`config.mk`:
```
export PLATFORM = sky130hd
export DESIGN_NAME = hoist_cmd_seq_flat
export DESIGN_NICKNAME = d
export VERILOG_FILES = /design/src/rtl/hoist_cmd_seq_pkg.sv /design/src/rtl/hoist_cmd_seq_if.sv /design/src/rtl/hoist_req_fifo.sv /design/src/rtl/hoist_cmd_seq.sv /design/src/flat_wrapper.sv
export SDC_FILE = /design/constraint.sdc
export NUM_CORES = 1
export LEC_CHECK = 0
export CAP_MARGIN = 5
export CORE_UTILIZATION = 40
export DETAILED_ROUTE_END_ITERATION = 10
export PLACE_DENSITY = 0.74
export SLEW_MARGIN = 0
export SYNTH_ARGS = -nofsm -noshare
export SYNTH_HDL_FRONTEND = slang
export SYNTH_SLANG_ARGS = --single-unit
```
`constraint.sdc`:
```
create_clock -name CLK -period 3.03 [get_ports CLK]
set_input_delay 0.303 -clock CLK [delete_from_list [all_inputs] [get_ports CLK]]
set_output_delay 0.303 -clock CLK [all_outputs]
set_load 0.005 [all_outputs]
```
`src/rtl/hoist_cmd_seq_pkg.sv`:
```
// Shared definitions for the hoist command sequencer: state codes, direction codes, defaults.
// Latency: n/a (constants and a pure helper function only).
// Backpressure: n/a.
package hoist_cmd_seq_pkg;

  localparam int ST_W = 3;

  // State codes are visible on estado and shared with the motor FSM side, so they are fixed.
  typedef enum logic [ST_W-1:0] {
    ST_IDLE   = 3'd0,
    ST_UP     = 3'd1,
    ST_DOWN   = 3'd2,
    ST_DWELL  = 3'd3,
    ST_HALTED = 3'd4,
    ST_FAULT  = 3'd5
  } state_e;

  // Request direction: 0 travels to the top limit, 1 travels to the bottom limit.
  localparam logic DIR_TOP  = 1'b0;
  localparam logic DIR_BOTT = 1'b1;

  localparam int DEPTH_DEF     = 4;
  localparam int DWELL_CYC_DEF = 3;
  localparam int WDOG_CYC_DEF  = 16;
  localparam int WDOG_W        = 8;

  // States in which the motor is told to hold position.
  function automatic logic is_hold(input state_e s);
    return (s == ST_IDLE) || (s == ST_DWELL) || (s == ST_HALTED) || (s == ST_FAULT);
  endfunction

endpackage

```
`src/rtl/hoist_cmd_seq_if.sv`:
```
// Request and motor-command bundle between host logic, the sequencer and the motor FSM.
// Latency: n/a (wires only).
// Backpressure: req_ready low while the request queue is full.
interface hoist_cmd_seq_if;
  import hoist_cmd_seq_pkg::*;

  logic            req_valid;
  logic            req_dir;
  logic            req_ready;
  logic            estop;
  logic            top_lim;
  logic            bott_lim;
  logic            go_up;
  logic            go_down;
  logic            halt;
  logic            busy;
  logic            done;
  logic            fault;
  logic [ST_W-1:0] estado;

  // Sequencer side: consumes requests and limit feedback, drives motor commands and status.
  modport master (
    input  req_valid, req_dir, estop, top_lim, bott_lim,
    output req_ready, go_up, go_down, halt, busy, done, fault, estado
  );

  // Environment side: host requests, estop and motor FSM limit feedback.
  modport slave (
    output req_valid, req_dir, estop, top_lim, bott_lim,
    input  req_ready, go_up, go_down, halt, busy, done, fault, estado
  );

endinterface

```
`src/rtl/hoist_req_fifo.sv`:
```
// Small generic FIFO (DEPTH x WIDTH) with binary pointers carrying an extra wrap bit.
// Latency: a push is visible at pop_dat the cycle after it is accepted.
// Backpressure: pushes are ignored while full (even with a same-cycle pop); pops are ignored while empty.
module hoist_req_fifo #(
  parameter int DEPTH = 4,
  parameter int WIDTH = 1
) (
  input  logic             CLK,
  input  logic             reset,
  input  logic             push,
  input  logic [WIDTH-1:0] push_dat,
  input  logic             pop,
  output logic [WIDTH-1:0] pop_dat,
  output logic             full,
  output logic             empty
);

  localparam int AW = $clog2(DEPTH);
  localparam logic [AW:0] PTR_ONE = (AW + 1)'(1);

  logic [AW:0]      wr_ptr;
  logic [AW:0]      rd_ptr;
  logic [WIDTH-1:0] mem [DEPTH];
  logic             do_push;
  logic             do_pop;

  // Full is judged on the current pointers only, so a pop cannot make room for a same-cycle push.
  assign do_push = push && !full;
  assign do_pop  = pop && !empty;

  assign empty   = (wr_ptr == rd_ptr);
  assign full    = (wr_ptr[AW] != rd_ptr[AW]) && (wr_ptr[AW-1:0] == rd_ptr[AW-1:0]);
  assign pop_dat = mem[rd_ptr[AW-1:0]];

  // Pointer update; reset flushes the queue.
  always_ff @(posedge CLK) begin
    if (reset) begin
      wr_ptr <= '0;
      rd_ptr <= '0;
    end else begin
      if (do_push) wr_ptr <= wr_ptr + PTR_ONE;
      if (do_pop)  rd_ptr <= rd_ptr + PTR_ONE;
    end
  end

  // Storage write; contents need no reset because empty masks stale entries.
  always_ff @(posedge CLK) begin
    if (do_push) mem[wr_ptr[AW-1:0]] <= push_dat;
  end

endmodule

```
`src/rtl/hoist_cmd_seq.sv`:
```
// Hoist command sequencer: queues up/down requests, drives go_up/go_down/halt, dwells, reports done/fault.
// Latency: push into empty queue -> head next cycle -> UP/DOWN the cycle after; done one cycle after dwell ends.
// Backpressure: req_ready = queue not full. Optional watchdog on move length enabled by HOIST_WDOG_EN.
module hoist_cmd_seq
  import hoist_cmd_seq_pkg::*;
#(
  parameter int DEPTH     = DEPTH_DEF,
  parameter int DWELL_CYC = DWELL_CYC_DEF
`ifdef HOIST_WDOG_EN
  , parameter int WDOG_CYC = WDOG_CYC_DEF
`endif
) (
  input  logic CLK,
  input  logic reset,
  hoist_cmd_seq_if.master bus
);

  localparam int DW = $clog2(DWELL_CYC + 1);

  state_e          state;
  state_e          state_nxt;
  logic            push;
  logic            pop;
  logic            full;
  logic            empty;
  logic            head;
  logic [DW-1:0]   dwell_cnt;
  logic            done_q;
  logic            wdog_exp;

  assign push = bus.req_valid && !full;

  hoist_req_fifo #(
    .DEPTH (DEPTH),
    .WIDTH (1)
  ) u_fifo (
    .CLK      (CLK),
    .reset    (reset),
    .push     (push),
    .push_dat (bus.req_dir),
    .pop      (pop),
    .pop_dat  (head),
    .full     (full),
    .empty    (empty)
  );

  // State register.
  always_ff @(posedge CLK) begin
    if (reset) state <= ST_IDLE;
    else       state <= state_nxt;
  end

  // Next state and queue pop: fault is absorbing, then the both-limits fault, then estop, then normal flow.
  always_comb begin
    state_nxt = state;
    pop       = 1'b0;
    if (state == ST_FAULT) begin
      state_nxt = ST_FAULT;
    end else if (bus.top_lim && bus.bott_lim) begin
      state_nxt = ST_FAULT;
    end else if (bus.estop) begin
      state_nxt = ST_HALTED;
    end else begin
      case (state)
        ST_IDLE: begin
          if (!empty) begin
            pop = 1'b1;
            // Already sitting at the requested limit: skip the move and just dwell.
            if (head == DIR_TOP)       state_nxt = bus.top_lim  ? ST_DWELL : ST_UP;
            else if (head == DIR_BOTT) state_nxt = bus.bott_lim ? ST_DWELL : ST_DOWN;
          end
        end
        ST_UP: begin
          if (bus.top_lim)   state_nxt = ST_DWELL;
          else if (wdog_exp) state_nxt = ST_FAULT;
        end
        ST_DOWN: begin
          if (bus.bott_lim)  state_nxt = ST_DWELL;
          else if (wdog_exp) state_nxt = ST_FAULT;
        end
        ST_DWELL: begin
          if (dwell_cnt == '0) state_nxt = ST_IDLE;
        end
        ST_HALTED: begin
          // estop is known low here; the aborted request is simply forgotten.
          state_nxt = ST_IDLE;
        end
        default: state_nxt = ST_FAULT;
      endcase
    end
  end

  // Moore outputs decoded from the state register, plus the registered done pulse.
  always_comb begin
    bus.go_up     = (state == ST_UP);
    bus.go_down   = (state == ST_DOWN);
    bus.halt      = is_hold(state);
    bus.fault     = (state == ST_FAULT);
    bus.busy      = (state != ST_IDLE) || !empty;
    bus.done      = done_q;
    bus.req_ready = !full;
    bus.estado    = state;
  end

  // Dwell timer: loaded on entry to DWELL, counts down to zero.
  always_ff @(posedge CLK) begin
    if (reset)                                              dwell_cnt <= '0;
    else if (state_nxt == ST_DWELL && state != ST_DWELL)    dwell_cnt <= DW'(DWELL_CYC - 1);
    else if (state == ST_DWELL && dwell_cnt != '0)          dwell_cnt <= dwell_cnt - DW'(1);
  end

  // done is high for exactly the first IDLE cycle after a completed dwell.
  always_ff @(posedge CLK) begin
    if (reset) done_q <= 1'b0;
    else       done_q <= (state == ST_DWELL) && (state_nxt == ST_IDLE);
  end

`ifdef HOIST_WDOG_EN
  logic [WDOG_W-1:0] wdog_cnt;

  // Move watchdog: restarts on entry to UP/DOWN, counts every cycle spent moving.
  always_ff @(posedge CLK) begin
    if (reset)
      wdog_cnt <= '0;
    else if ((state_nxt == ST_UP || state_nxt == ST_DOWN) && state_nxt != state)
      wdog_cnt <= '0;
    else if (state == ST_UP || state == ST_DOWN)
      wdog_cnt <= wdog_cnt + WDOG_W'(1);
  end

  // Expires on the WDOG_CYC-th cycle of a move unless the target limit arrives that same cycle.
  assign wdog_exp = (wdog_cnt == WDOG_W'(WDOG_CYC - 1));
`else
  assign wdog_exp = 1'b0;
`endif

endmodule

```
`src/flat_wrapper.sv`:
```
// flat-port wrapper written by rule: the top's interface ports become plain ports
module hoist_cmd_seq_flat import hoist_cmd_seq_pkg::*;
#(
  parameter int DEPTH     = DEPTH_DEF,
  parameter int DWELL_CYC = DWELL_CYC_DEF

)
  (CLK, reset, bus_req_valid, bus_req_dir, bus_estop, bus_top_lim, bus_bott_lim, bus_req_ready, bus_go_up, bus_go_down, bus_halt, bus_busy, bus_done, bus_fault, bus_estado);
  hoist_cmd_seq_if bus_i ();
  input  logic CLK;
  input  logic reset;
  input wire logic [$bits(bus_i.req_valid)-1:0] bus_req_valid;
  input wire logic [$bits(bus_i.req_dir)-1:0] bus_req_dir;
  input wire logic [$bits(bus_i.estop)-1:0] bus_estop;
  input wire logic [$bits(bus_i.top_lim)-1:0] bus_top_lim;
  input wire logic [$bits(bus_i.bott_lim)-1:0] bus_bott_lim;
  output wire logic [$bits(bus_i.req_ready)-1:0] bus_req_ready;
  output wire logic [$bits(bus_i.go_up)-1:0] bus_go_up;
  output wire logic [$bits(bus_i.go_down)-1:0] bus_go_down;
  output wire logic [$bits(bus_i.halt)-1:0] bus_halt;
  output wire logic [$bits(bus_i.busy)-1:0] bus_busy;
  output wire logic [$bits(bus_i.done)-1:0] bus_done;
  output wire logic [$bits(bus_i.fault)-1:0] bus_fault;
  output wire logic [$bits(bus_i.estado)-1:0] bus_estado;
  assign bus_i.req_valid = bus_req_valid;
  assign bus_i.req_dir = bus_req_dir;
  assign bus_i.estop = bus_estop;
  assign bus_i.top_lim = bus_top_lim;
  assign bus_i.bott_lim = bus_bott_lim;
  assign bus_req_ready = bus_i.req_ready;
  assign bus_go_up = bus_i.go_up;
  assign bus_go_down = bus_i.go_down;
  assign bus_halt = bus_i.halt;
  assign bus_busy = bus_i.busy;
  assign bus_done = bus_i.done;
  assign bus_fault = bus_i.fault;
  assign bus_estado = bus_i.estado;
  hoist_cmd_seq #(.DEPTH(DEPTH), .DWELL_CYC(DWELL_CYC)) u_core (.CLK(CLK), .reset(reset), .bus(bus_i));
endmodule
```
==> results summary, run 1 <==
The run finished with clean final reports. The via count of the first global-routing pass is 780. After detailed placement, the design holds a cell count of 150. For the pin with the worst max-slew slack, the measured transition is 0.559 ns. Hold timing on the final database bottoms out at a slack of 0.567 ns. The mean instance size in the synthesized netlist came out at 9.52 um^2. The total of warnings raised by yosys is 0.

The count of vias placed by the detailed router came out at 811. The mapped cell area came out at 0.00103 mm^2. Fill cells in the final layout number 234. Setup violations remaining at the end of the flow were counted as 0. The initial antenna violation count is 0. Walking the worst path, the cells encountered are nor2b_1, nor2b_1, clkdlybuf4s50_1. The number of synthesized flops with an enable pin is 4. Counting flops and latches in the post-synthesis netlist gives 18. The TritonCTS buffer count came out at 3. The tree built by TritonCTS fans out to 18 sinks. For this design the ratio of total power to cell area is 417 mW/mm^2. The period utilization is 70.4%. The sequential element share of the synthesized area came out at 38.9%.

The first-pass GRT wire length came out at 3280 um. The wire length on met3 is 85 um. The area growth from synthesis to layout came out at 20.0%. The cell row count is 18. After routing, the total negative slack on setup checks comes to 0 ns. In the routed design, unresolved DRC markers number 0. The sequential cell area in the final layout came out at 400 um^2. The total core area is 0.00245 mm^2.

When the netlist entered floorplanning its net count stood at 121. The final setup skew is 0.00470 ns. The largest stage delay on the critical path is 0.53 ns. STA classifies the critical path endpoint as a primary output. For this block, the routed nets add up to 1980 um of wire. Based on the critical path, the design can be clocked at up to 469 MHz.

By area the synthesized netlist is led by dfxtp_1 27%, edfxtp_1 12%, ha_1 7.3%, nor2b_1 3.6%, a21oi_1 3.4%. The data arrival time at the worst-slack endpoint came out at 1.83 ns. The proportion of layout cells with a drive suffix above 1 came out at 7.26%. The multi-input gate area in the final layout is 591 um^2.

After detailed routing, no signal wire sits above met4. The cts-stage hold buffer count is 0. The horizontal extent of the die is 52.7 um. The number of antenna diodes in the final layout is 0.

The clock reaches the later pin of the worst-skew pair after 0.30 ns. The post-CTS setup-driven buffer insertion count is 0. The overall routing resource usage is 16.7%.

The post-layout instance count excluding filler cells is 154. After detailed routing, the met2 layer carries 989 um of wire. The critical path data required time came out at 2.73 ns. The half-perimeter wire length of the detailed placement result came out at 1540 um. Counting I/O delays and the setup requirement, the final critical path takes 2.13 ns. The number of antenna-violating nets in the routed design came out at 0. The largest total area in the synthesized netlist belongs to dfxtp_1. Setup repair after global routing left no endpoint under its margin. TritonCTS built the clock tree. The number of gates resized after CTS is 0. The final number of hold-violating endpoints came out at 0. The final core utilization is 50.3%. In this run the number of H-tree levels came out at 1.

The number of buffers between clock root and the deepest sink is 2. The post-layout net count is 138. The first TritonRoute pass finished after 4 iterations. Entering global routing, the biggest net connects 15 pins. The cell repeated most along the worst path is nor2b_1.

The number of max-slew violations in the final report came out at 0. The number of DRC markers after the initial detailed-route iteration is 6. The total power consumption of the routed design came out at 515 uW. The pre-CTS worst setup slack is 1.12 ns. The max-slew headroom at the worst pin came out at 61.8%. The final weighted congestion in routability-driven placement is 0.797.

The number of different library cells in the post-synthesis netlist is 41. The clock-pin transition on the worst setup and hold timing paths came out at 0.10 ns. The main flop type after synthesis is dfxtp_1. The leakage power figure is 0.472 nW. The cell at the root of the clock tree is clkbuf_4.

Dividing the detail-routed wire length by the instance count gives 12.9 um. The worst-case vdd ir drop came out at 0.238 mV. The die covers 0.00278 mm^2. The per-cell via count in the routed design came out at 5.27. The starting density of the core came out at 41.9%.

In the synthesized netlist the async set-or-reset flop fraction comes to 0%. The number of buffers and inverters on the critical path is 1. The setup slack after layout is 0.897 ns.

The cell count after synthesis came out at 108. The area share of the largest cell type after synthesis is 27.3%. The count of input and output buffers came out at 16. The category of the most critical setup path is flip-flop to primary output. The highest net fanout along the worst path came out at 12. The die span in y came out at 52.7 um. The kind of cell with the highest combined delay along the critical path is flip-flops. The count of maximum capacitance violations is 0. The largest individual stage delay along the critical path comes from the cell dfxtp_1.

The worst hold path belongs to the class flip-flop to flip-flop. The summed area of non-filler cells in the final layout came out at 0.00123 mm^2. The total overflow reported by the global router came out at 0. The number of top-level pins came out at 17. STA classifies the critical path startpoint as a flip-flop. In the final routing, the length of wire on met1 measures 878 um. Summing all placed instances gives a cell area of 0.00121 mm^2.
path summary, 6_finish.rpt:
| path | from | endpoint | slack (ns) | depth (start not counted) |
|---|---|---|---|---|
| setup / recovery | u_core.bus.estado[0]$_SDFF_PP0_ | bus_go_up | 0.90 | 3 |
| hold / removal | u_core.u_fifo.rd_ptr[1]$_SDFFE_PP0P_ | flip-flop | 0.57 | 2 |
| setup reg to reg | u_core.dwell_cnt[0]$_SDFFE_PP0P_ | u_core.dwell_cnt[1]$_SDFFE_PP0P_ | 1.26 | 6 |
| hold reg to reg | u_core.u_fifo.rd_ptr[1]$_SDFFE_PP0P_ | flip-flop | 0.57 | 2 |
kinds of logic after synthesis:
kind of cell | after synthesis | synth area share (%)
multiplexers | 3 | 4.26
AND/OR/NAND/NOR | 40 | 22.3
XOR/XNOR | 7 | 5.96
flip-flops | 18 | 38.9
buffers and inverters | 9 | 3.65
adder cells (fa/ha/maj) | 6 | 7.30
AO/OA/AOI/OAI | 25 | 17.6
report_power, final:
group          internal, mW  switching (mW)  leakage, nW  total, mW
Sequential            0.257          0.0163        0.151      0.273
Clock                0.0480          0.0742       0.0154      0.122
Combinational        0.0616          0.0579        0.306      0.119
Total                 0.366           0.148        0.472      0.515
synthesized netlist by cell type, types with 3 or more instances:
| cell type | n |
|---|---|
| ha_1 | 6 |
| nor2b_1 | 6 |
| and2_1 | 5 |
| buf_2 | 3 |
| nor2_1 | 6 |
| nand2_1 | 6 |
| nand3_1 | 4 |
| edfxtp_1 | 4 |
| dfxtp_1 | 14 |
| xor2_1 | 3 |
| o21ai_0 | 3 |
| inv_1 | 5 |
| xnor2_1 | 4 |
| a21oi_1 | 7 |
cell usage in the layout, fill, tap and decap left out, drive strengths merged, types with 2 or more instances in the layout:
cell            n
a21o            2
a21oi           7
and2            5
clkbuf          3
clkdlybuf4s50  16
dfxtp          14
edfxtp          4
ha              6
inv             5
nand2           6
nand2b          2
nand3           4
nor2            6
nor2b           6
nor3            2
nor3b           2
o21ai           3
o31a            2
xnor2           4
xor2            3
worst reg2reg max path, stage by stage (launching register included):
cell	delay, ns
dfxtp_1	0.36
inv_1	0.05
ha_1	0.21
and2_1	0.16
a2111oi_0	0.54
a211oi_1	0.12
a221oi_1	0.25
routing by layer:
| metal | vias to the layer above | track usage [%] |
|---|---|---|
| li1 | 420 | - |
| met1 | 367 | 16.8 |
| met2 | 20 | 32.3 |
| met3 | 4 | 2.90 |
| met4 | 0 | 7.89 |
| met5 | - | 0 |
final cells by class:
type	count	share of cell area [%]
Clock inverter	1	0.304
Inverter	5	1.52
Timing Repair Buffer	16	13.0
Multi-Input combinational cell	81	47.9
Tap cell	30	3.04
Clock buffer	3	1.83
Sequential cell	18	32.5
Power figures use the tool's default switching activity.
==> run 2: changes to the inputs <==
--- a/config.mk
+++ b/config.mk
@@ -8,7 +8,7 @@
 export CAP_MARGIN = 5
 export CORE_UTILIZATION = 40
 export DETAILED_ROUTE_END_ITERATION = 10
-export PLACE_DENSITY = 0.74
+export PLACE_DENSITY = 0.76
 export SLEW_MARGIN = 0
 export SYNTH_ARGS = -nofsm -noshare
 export SYNTH_HDL_FRONTEND = slang
==> constraint.sdc (replaced) <==
create_clock -name CLK -period 1.9 [get_ports CLK]
set_input_delay 0.19 -clock CLK [delete_from_list [all_inputs] [get_ports CLK]]
set_output_delay 0.19 -clock CLK [all_outputs]
set_load 0.005 [all_outputs]
==> run 2 against run 1 <==
  * First-iteration DRC count increased to 2.5 times the previous value
  * Final area increased by 4.1%
  * Clock skew about the same
  * Via count increased by 3.6%
  * Sequential share of layout area decreased by 0.68 points
  * Critical path type unchanged
  * Largest power group unchanged
==> results summary, run 2 (synthesized netlist as in run 1, its figures left out) <==
The total core area came out at 0.00245 mm^2 (unchanged). The latest clock arrival within the worst-skew pair came out at 0.30 ns (about the same). The max-slew headroom at the worst pin is 60.3% (-1.5 points). The library cell used most frequently in the layout, excluding fill and tap cells, is clkdlybuf4s50_1. The period utilization came out at 95.3%. Setup repair after global routing left no endpoint under its margin. The power density over cell area is 648 mW/mm^2 (+55%).

The H-tree level count is 1 (unchanged). The number of top-level pins came to 17 (unchanged). The half-perimeter wire length of the detailed placement result came to 1550 um (+0.40%). The number of cells in the design after placement was 152 (+1.3%). The average wire per cell in the routed design came out at 12.6 um (-1.6%). The per-cell via count in the routed design came to 5.38 (+2.2%). The highest clock rate is 552 MHz. The final number of hold-violating endpoints came out at 0 (unchanged). The worst-margin pin slew is 0.581 ns (+0.0215 ns).

The worst hold path depth came out at 1 (-1). The sequential cell area in the final layout is 408 um^2 (+1.9%). The starting density of the core came out at 41.9% (unchanged). The data arrival time at the worst-slack endpoint was 1.62 ns (-0.21 ns). The final weighted congestion in routability-driven placement is 0.798 (about the same).

The worst-case vdd ir drop was 0.397 mV (+67%). The number of antenna-violating nets in the routed design came out at 0 (unchanged). The flop-to-flop setup slack was 0.10 ns (-1.16 ns). The cts-stage hold buffer count came out at 0 (unchanged).

The pre-CTS worst setup slack is 0.117 ns (-1.00 ns). Leaving out fill and tap cells, the most frequent cells in the layout are 16 x clkdlybuf4s50_1, 8 x dfxtp_1, 7 x a21oi_1. The die span in y is 52.7 um (unchanged).

The worst setup path is captured at a primary output. The overall routing resource usage is 16.1% (-0.52 points). The leakage power figure is 0.487 nW (+3.1%). After layout, the minimum clock period comes to 1.81 ns. The multi-input gate area in the final layout was 618 um^2 (+4.7%). The critical path data required time is 1.71 ns (-1.02 ns). The worst hold path belongs to the class input pin to flip-flop.

The number of buffers between clock root and the deepest sink is 2 (unchanged). The first-pass GRT wire length came to 3190 um (-2.7%). The count of vias placed by the detailed router is 840 (+3.6%). The area enclosed by the die boundary came out at 0.00278 mm^2 (unchanged). The TritonCTS buffer count is 3 (unchanged).

The clock tree from TritonCTS is done. The post-layout net count came out at 140 (+1.4%). The final-layout fill cell count is 225 (-3.8%). The routed wire length is 1970 um (-0.35%). The category of the most critical setup path is flip-flop to primary output. The number of max-slew violations in the final report is 0 (unchanged). The count of maximum capacitance violations came out at 0 (unchanged). The initial antenna violation count is 0 (unchanged). The depth of the worst register-to-register path came out at 6 (unchanged). The clock-pin transition on the worst setup and hold timing paths is 0.09 ns (about the same). The highest net fanout along the worst path is 12 (unchanged).

The total overflow reported by the global router came out at 0 (unchanged). The proportion of layout cells with a drive suffix above 1 is 16.7% (+9.4 points). In this run the most critical hold path is launched from bus_req_dir.

The final setup skew came out at 0.00480 ns (+0.0000980 ns). The count of input and output buffers is 16 (unchanged). The post-layout instance count excluding filler cells is 156 (+1.3%). The worst hold path terminates at u_core.u_fifo.mem[3]$_DFFE_PP_. The final core utilization is 52.3% (+2.0 points). The setup slack after layout came out at 0.0889 ns (-0.808 ns). The TritonCTS sink count came out at 18 (unchanged). The flow ran to the end, and the final reports show no timing, DRC or antenna violations. The horizontal extent of the die is 52.7 um (unchanged). STA classifies the critical path startpoint as a flip-flop. The total inserted antenna cells came out at 0 (unchanged). The area growth from synthesis to layout came out at 24.8%. The final number of setup-violating endpoints is 0 (unchanged).

In this run the clock root is driven by a clkbuf_4. The number of DRC markers after the initial detailed-route iteration came out at 15 (+9). The setup TNS came to 0 ns (unchanged).

The post-CTS setup-driven buffer insertion count is 0 (unchanged). The number of DRC violations after detailed routing came to 0 (unchanged). The first-pass detailed-route iteration total is 4 (unchanged). The cell row count was 18 (unchanged). The via count of the first global-routing pass came to 738 (-5.4%).

The startpoint identified for the worst register-to-register timing path is u_core.dwell_cnt[0]$_SDFFE_PP0P_. In this run the critical register-to-register path is captured at u_core.dwell_cnt[0]$_SDFFE_PP0P_. The largest net degree at the start of global routing came to 15 (unchanged).
-- run 2: layout make-up --
class                           count  share of cell area, %
Multi-Input combinational cell     81                   48.1
Sequential cell                    18                   31.8
Timing Repair Buffer               18                   13.6
Tap cell                           30                   2.92
Clock buffer                        3                   1.75
Inverter                            5                   1.46
Clock inverter                      1                  0.292
-- run 2: how the worst max path moves through the flow --
stage,end,depth (start not counted),startpoint,slack [ns]
5_1_grt,bus_halt,3,u_core.bus.estado[0]$_SDFF_PP0_,0.004
6_report,bus_halt,3,u_core.bus.estado[0]$_SDFF_PP0_,0.09
3_3_place_gp,u_core.dwell_cnt[0]$_SDFFE_PP0P_,5,bus_bott_lim,0.16
3_5_place_dp,u_core.dwell_cnt[0]$_SDFFE_PP0P_,5,bus_bott_lim,0.12
4_1_cts,bus_fault,2,u_core.bus.estado[2]$_SDFF_PP0_,0.02
2_1_floorplan,u_core.dwell_cnt[0]$_SDFFE_PP0P_,6,u_core.dwell_cnt[0]$_SDFFE_PP0P_,0.30
-- run 2: layer usage --
layer,wire length [um],global-route usage [%],up-vias
met3,94,2.61,5
met1,861,17.3,388
met2,973,30.0,25
met5,0,0,-
li1,-,-,422
met4,42,7.89,0
-- run 2: power breakdown --
part           switching, mW  internal (mW)  leakage [nW]
clock                  0.116         0.0766        0.0154
combinational         0.0917          0.106         0.319
sequential            0.0301          0.412         0.153
-- run 2: metrics by stage --
step	power [mW]	area [um^2]	hold slack (ns)
2_1_floorplan	0.560	1030	0.262
3_3_place_gp	0.631	1220	0.530
3_5_place_dp	0.637	1220	0.533
4_1_cts	0.837	1270	0.529
5_1_grt	0.885	1280	0.530
6_report	0.832	1280	0.536
-- run 2: critical path, cell delays in order (launching register included) --
cell and delay [ns]:
dfxtp_2 0.46, nor2b_4 0.22, xnor2_1 0.12, clkdlybuf4s50_1 0.52
-- run 2: repair_timing --
action | CTS | global route
cloned | 0 | 0
gates resized for setup | 5 | 6
endpoints found under the hold margin | 0 | 0
endpoints found under the setup margin | 4 | 6
